**config.mk**
```make
export PLATFORM = sky130hd
export DESIGN_NAME = sma_stream
export DESIGN_NICKNAME = d
export VERILOG_FILES = /design/src/rtl/sma_stream.sv
export SDC_FILE = /design/constraint.sdc
export NUM_CORES = 1
export LEC_CHECK = 0
export CAP_MARGIN = 20
export CORE_ASPECT_RATIO = 1.5
export CORE_MARGIN = 5
export CORE_UTILIZATION = 55
export DETAILED_ROUTE_END_ITERATION = 6
export PLACE_DENSITY = 0.85
export REMOVE_ABC_BUFFERS = 1
export SLEW_MARGIN = 20
export SYNTH_ARGS = -nofsm -noshare
export SYNTH_HDL_FRONTEND = slang
export SYNTH_SLANG_ARGS = --single-unit
```
**constraint.sdc**
```tcl
create_clock -name clk -period 5.75 [get_ports clk]
set_input_delay 1.725 -clock clk [delete_from_list [all_inputs] [get_ports clk]]
set_output_delay 1.725 -clock clk [all_outputs]
set_load 0.02 [all_outputs]
```
**src/rtl/sma_stream.sv**
```systemverilog
// sma_stream: simple moving average over the last 2^LOG2_TAPS signed samples.
// A circular history buffer feeds a running sum. The floored average is
// delivered through a single-entry output register with valid/ready flow control.
//
// Handshake rules, identical on both sides:
//   - A transfer happens on a rising clk edge where valid && ready.
//   - valid and its data are held stable until that transfer.
//   - in_ready depends only on clear, out_valid and out_ready, never on in_valid.
module sma_stream #(
    parameter int DATA_W    = 16,
    parameter int LOG2_TAPS = 2,
    parameter int MODE      = 0
) (
    input  logic              clk,
    input  logic              rst,
    input  logic              clear,
    input  logic              in_valid,
    output logic              in_ready,
    input  logic [DATA_W-1:0] in_data,
    output logic              out_valid,
    input  logic              out_ready,
    output logic [DATA_W-1:0] out_data,
    output logic              full
);

    localparam int TAPS  = 1 << LOG2_TAPS;
    localparam int SUM_W = DATA_W + LOG2_TAPS;
    localparam int CNT_W = LOG2_TAPS + 1;
    localparam logic [CNT_W-1:0] TAPS_CNT = CNT_W'(TAPS);

    logic [DATA_W-1:0]       hist [TAPS];
    logic [LOG2_TAPS-1:0]    wp;
    logic [CNT_W-1:0]        fill;
    logic signed [SUM_W-1:0] sum;

    logic signed [SUM_W-1:0]  in_ext;
    logic signed [SUM_W-1:0]  old_ext;
    logic signed [SUM_W-1:0]  sum_next;
    logic signed [DATA_W-1:0] avg;
    logic [CNT_W-1:0]         fill_next;
    logic                     accept;
    logic                     emit;

    // The output register can take a new result when it is empty or is being popped now.
    assign in_ready = !clear && (!out_valid || out_ready);
    assign accept   = in_valid && in_ready;
    assign full     = (fill == TAPS_CNT);

    // Next running sum, floored average and fill count for the sample on in_data.
    always_comb begin
        in_ext    = {{LOG2_TAPS{in_data[DATA_W-1]}}, in_data};
        old_ext   = {{LOG2_TAPS{hist[wp][DATA_W-1]}}, hist[wp]};
        sum_next  = sum + in_ext - old_ext;
        avg       = DATA_W'(sum_next >>> LOG2_TAPS);
        fill_next = (fill == TAPS_CNT) ? fill : fill + CNT_W'(1);
        emit      = accept && ((MODE == 0) || (fill_next == TAPS_CNT));
    end

    // Window state: history buffer, write pointer, running sum and fill count.
    always_ff @(posedge clk or negedge rst) begin
        if (!rst) begin
            for (int i = 0; i < TAPS; i++) hist[i] <= '0;
            wp   <= '0;
            sum  <= '0;
            fill <= '0;
        end else if (clear) begin
            for (int i = 0; i < TAPS; i++) hist[i] <= '0;
            wp   <= '0;
            sum  <= '0;
            fill <= '0;
        end else if (accept) begin
            hist[wp] <= in_data;
            wp       <= wp + LOG2_TAPS'(1);
            sum      <= sum_next;
            fill     <= fill_next;
        end
    end

    // Single-entry output register. A pop and a load in the same cycle leave no bubble.
    always_ff @(posedge clk or negedge rst) begin
        if (!rst) begin
            out_valid <= 1'b0;
            out_data  <= '0;
        end else if (clear) begin
            out_valid <= 1'b0;
        end else if (emit) begin
            out_valid <= 1'b1;
            out_data  <= avg;
        end else if (out_ready) begin
            out_valid <= 1'b0;
        end
    end

endmodule
```
### After elaboration in Yosys (flattened, before gate mapping)

Cells that the tools add are included.

| word-level totals | value |
|---|---|
| register bits | 104 |
| input bits | 21 |

| operators by class | value |
|---|---|
| add/sub/neg operators | 4 |
| order comparisons | 2 |
| equal/unequal tests | 2 |
| mux-type cells | 18 |
| bitwise operators | 2 |
| reduce and logical (&&, ||, !) cells | 10 |

Operators with widths:

| operator | number |
|---|---|
| 64-bit 2-to-1 mux | 2 |
| 64-bit bitwise mux | 1 |
| 16-bit 2-to-1 mux | 3 |
| 18-bit 2-to-1 mux | 2 |
| 16-bit binary-select mux with 2-bit select | 1 |
| 16-bit demux with 2-bit select | 1 |
| 18-bit by 16-bit adder with 18-bit output | 1 |
| 18-bit by 16-bit subtractor with 18-bit output | 1 |
| 3-bit 2-to-1 mux | 3 |
| 2-bit 2-to-1 mux | 2 |
| 2-bit AND reduction | 2 |
| 3-bit by 1-bit adder with 3-bit output, second input constant | 1 |
| 3-bit == test, second input constant | 1 |
| 3-bit >= comparator, second input constant | 1 |
| 1-bit logical AND | 3 |
| 3-bit by 1-bit < comparator with 1-bit output, second input constant | 1 |
| 1-bit 2-to-1 mux | 3 |
| 2-bit inverter with 3-bit output | 1 |
| 3-bit nonzero test | 1 |
| 2-bit by 1-bit adder with 2-bit output, second input constant | 1 |
| 1-bit logical NOT | 2 |
| 2-bit inequality test, second input constant | 1 |
| 2-bit nonzero test | 1 |
| 1-bit logical OR | 1 |
| 1-bit inverter | 1 |

### Depth between registers and ports, before layout

| logic depth | value |
|---|---|
| word-level depth | 8 |
| gate-level depth with buffers | 14 |
| mapped depth without buffers | 13 |

### Worst setup path after synthesis

Ideal clock, no wire load.

| path | value |
|---|---|
| kind | input -> register |
| start | input port in_data[6] |
| end | register out_data[15] |
| library setup time | 0.125 ns |
| arrival | 4.093 ns |
| data required time | 5.625 ns |
| setup slack | 1.532 ns |
| cell stages on the path | 11 |
| path through | inv_1 -> fa_1 -> inv_1 -> ha_1 -> a211o_1 -> a221oi_2 -> o21ai_2 -> a221oi_2 -> xnor2_1 -> xnor2_1 -> mux2_2 |

| between the ends | value |
|---|---|
| longest elaborated chain between the ends | 2 |

RTL lines:

| item | line | text |
|---|---|---|
| start: declaration | 19 | `input logic [DATA_W-1:0] in_data,` |
| 18-bit by 16-bit adder with 18-bit output | 53 | `sum_next = sum + in_ext - old_ext;` |
| 18-bit by 16-bit subtractor with 18-bit output | 53 |  |
| end signal: assignment | 88 | `out_data <= avg;` |
| end: declaration | 22 | `output logic [DATA_W-1:0] out_data,` |

Every way passes these cells.
A chain may end at the register's enable or synchronous reset.

### Worst setup path after layout

| path | value |
|---|---|
| start | input port out_ready |
| end | output port in_ready |

| between the ends | value |
|---|---|
| longest elaborated chain between the ends | 2 |

RTL lines:

| item | line | text |
|---|---|---|
| start: declaration | 21 | `input logic out_ready,` |
| 1-bit logical OR | 45 | `assign in_ready = !clear && (!out_valid \|\| out_ready);` |
| 1-bit logical AND | 45 |  |
| end: declaration | 18 | `output logic in_ready,` |

Every way passes these cells.

==> results <==
- From left edge to right edge, the die measures between 90 and 100 um.
- The required time at the endpoint of the critical path is about 4 ns.
- The number of remaining DRC errors is 0.
- The post-synthesis average cell area is 9.78 sq um.
- For this design the static power due to leakage is between 0.003 and 0.004 uW.
- In this run the clock root is driven by a sky130_fd_sc_hd__clkbuf_16.
- The floorplan step defined a die boundary enclosing ~13000 sq um.
- The startpoint kind of the worst setup timing path is an input pin.
- The top flip-flop cell by instance count after synthesis is sky130_fd_sc_hd__dfrtp_1.
- The cell area that synthesis handed to floorplanning was roughly 6000 sq um.
- The first global-routing pass estimated ~23000 um of wire.
- The hold buffer count at cts is 0.
- The library cell with the largest summed area after synthesis is sky130_fd_sc_hd__dfrtp_1.
- The transition time at the pin with the least slew margin is ~1.1 ns.
- The worst endpoint data arrival time is 2.95 ns.
- The HPWL reported at the end of detailed placement is 9300 um.
- The placed instances occupy a cell area of 6430 sq um.
- Cells with a size suffix above 1 make up about 7.5% of the layout.
- After detailed routing, the average wire length per cell comes to ~17 um.
- The number of buffers inserted during clock tree synthesis is 9.
- The vias per cell is around 5.8.
- In the finished design, the share of the clock period the worst path needs comes to between 80% and 90%.
- After routing the design area is about 6800 sq um.
- The count of final max-slew check failures is 0.
- Setup violations remaining at the end of the flow were counted as 0.
- The initial antenna violation count is 0.
- The count of placed standard cells in the final layout, fillers left out is approximately 780.
- The fraction of the yosys area taken by sequential cells is a little over two fifths.
- The number of optimization iterations in the first detailed-route pass is 5.
- Setup repair after global routing left no endpoint under its margin.
- The final design utilization is roughly 64%.
- The routability-driven placement congestion ratio is a little over 0.8.
- The final antenna diode count is 0.
- The synthesis-to-layout area growth is 13.0%.
- The synthesized design devotes to its leading area cell type a little over two fifths of total area.
- VDD sags by at most ~230 uV.
- The filler cell count in the final layout is approximately 850.
- In this run the standard cell core region covers 10600 sq um.
- On the final layout, the worst clock skew is about 0.0069 ns.
- The via count of the first global-routing pass is 4741.
- Tracing the worst setup path back leads to its startpoint at out_ready.
- By area the synthesized netlist is led by sky130_fd_sc_hd__dfrtp_1 44%, sky130_fd_sc_hd__nand2_1 7.0%, sky130_fd_sc_hd__nand3b_1 6.2%.
- The worst hold path begins at out_data[13].
- The reg-to-reg critical path startpoint is wp[0].
- The die boundary height is approximately 140 um.
- The total power consumption of the routed design is 2920 uW.
- The setup path with the least slack is of type in -> out.
- The most common cell in the netlist is sky130_fd_sc_hd__nand2_1.
- Clock latency on the worst-skew pair, taken at its later pin, is approximately 0.36 ns.
- In this run, the number of DRC markers left after iteration 0 of detailed routing was approximately 450.
- In this run, post-CTS repair resized a total of 0 instances.
- Sorting the synthesized cells by how often they occur yields 111 x sky130_fd_sc_hd__nand2_1, 104 x sky130_fd_sc_hd__dfrtp_1, 65 x sky130_fd_sc_hd__inv_1.
- The count of different cell masters after synthesis is 48.
- The number of instances in the placed design is around 770.
- The number of maximum-capacitance violations is 0.
- The flow ran to the end, and the final reports show no timing, DRC or antenna violations.
- The Yosys step of the flow raised 0 warnings.
- Of all flip-flops after synthesis, the portion carrying an async set or reset was 100%.
- The number of buffers added on ports is 39.
- The post-CTS setup repair buffer count is 0.
- Once detail routing completed, the nets flagged for antenna violations numbered 0.
- The min-delay analysis places its worst path in the category reg -> reg.
- The number of synthesized register bits is ~100.
- The headroom to the max-slew limit is between 20% and 30%.
- Global routing used between 20% and 30% of the available tracks across all layers.
- The sum of overflow across all layers after global routing is 0.
- For this design the ratio of total power to cell area is approximately 430 nW/um^2.
- The timing-limited maximum frequency is around 0.21 GHz.
- The number of hold violations in the final report is 0.
- The aggregate negative setup slack is 0 ns.
- The largest driver fanout on the critical path is 2.
- The element type at the critical path end is a primary output.
- For this design, the sink count on the clock tree is between 100 and 150.
- Synthesis handed over a netlist of approximately 610 instances.
- The pin count of the biggest net entering global routing is between 80 and 90.
- TritonCTS built the clock tree.
- The site row count is 46.
- The clock edge transition at the registers on the reported setup and hold paths is around 0.060 ns.
- CTS built an H-tree with a depth of 3.
- Counting I/O delays and the setup requirement, the final critical path takes around 4.7 ns.
- For this block, the routed nets add up to ~14000 um of wire.
- The number of enable-type register cells in the synthesized netlist is 0.
- The final route contains 4519 vias.
- The number of placed I/O pins is 40.
- The longest clock path from root to sink contains 2 buffers.
- The count of nets after finishing is 697.
- The initial utilization of the core area, before any placement, comes to 56.4%.
logic make-up (layout without fill, tap and decap cells):
logic type | count (synthesis) | after routing | share of synthesized area, %
buf+inv | 97 | 125 | 6.51
xor+xnor | 18 | 18 | 2.64
fa+ha+maj | 42 | 42 | 10.9
simple gates | 205 | 205 | 17.1
flops | 104 | 104 | 43.6
mux | 22 | 22 | 7.10
compound gates | 123 | 123 | 12.1
critical path, stage by stage:
cell and delay [ns]:
sky130_fd_sc_hd__clkdlybuf4s50_1 0.47, sky130_fd_sc_hd__nor2b_1 0.06, sky130_fd_sc_hd__nor2_1 0.09, sky130_fd_sc_hd__clkdlybuf4s50_1 0.61
power breakdown:
group / switching, uW / leakage, uW / internal, uW
Sequential: 74.5 / 0.00140 / 851
Combinational: 750 / 0.00158 / 580
Clock: 269 / 0.000153 / 395
Total: 1090 / 0.00313 / 1830
flip-flops by register name, indices dropped and copies added, names as in the netlist:
| name | cells |
|---|---|
| sum | 18 |
| hist | 64 |
| wp | 2 |
| out_data | 16 |
| out_valid | 1 |
| fill | 3 |
worst paths after layout:
path	cells past startpoint	endpoint	slack [ns]
min reg2reg	2	out_data[13]	0.47
min in group asynchronous	1	hist[59]	1.38
max reg2reg	11	sum[17]	1.47
min	2	out_data[13]	0.47
max in group asynchronous	2	hist[63]	3.23
max	4	in_ready	1.07
cell type report:
class / instances / area (sq um) / area share, %
clock buffer: 12 / 246 / 3.65
timing repair buffer: 44 / 420 / 6.22
sequential: 104 / 2600 / 38.5
clock inverter: 4 / 76.3 / 1.13
multi-input combinational: 410 / 2980 / 44.2
tap: 144 / 180 / 2.67
inverter: 65 / 244 / 3.61
cells in the final DEF (no fill, tap or decap), types with 17 or more instances in the layout:
cell type | netlist | final
sky130_fd_sc_hd__a21oi_1 | 40 | 40
sky130_fd_sc_hd__nand2_1 | 111 | 111
sky130_fd_sc_hd__ha_1 | 25 | 25
sky130_fd_sc_hd__nand3b_1 | 49 | 49
sky130_fd_sc_hd__inv_1 | 65 | 65
sky130_fd_sc_hd__fa_1 | 17 | 17
sky130_fd_sc_hd__clkdlybuf4s50_1 | 0 | 37
sky130_fd_sc_hd__dfrtp_1 | 104 | 104
sky130_fd_sc_hd__nor2_1 | 18 | 18
sky130_fd_sc_hd__o21ai_0 | 51 | 51
through the flow:
stage	hold WS (ns)	setup WS [ns]
after floorplan	0.446	1.53
after global placement	0.458	0.828
after detailed placement	0.464	0.798
after CTS	0.479	1.05
after global routing	0.492	0.904
final	0.471	1.07
layer usage:
| metal | share of wire, % | wire length (um) | vias up | track usage (%) |
|---|---|---|---|---|
| li1 | - | - | 2084 | - |
| met1 | 38 | 5150 | 2238 | 26.9 |
| met2 | 54 | 7240 | 155 | 40.3 |
| met3 | 5.1 | 695 | 42 | 4.10 |
| met4 | 3.3 | 440 | 0 | 10.1 |
| met5 | 0 | 0 | - | 0 |
No activity file was read; power rests on OpenSTA's default activity.
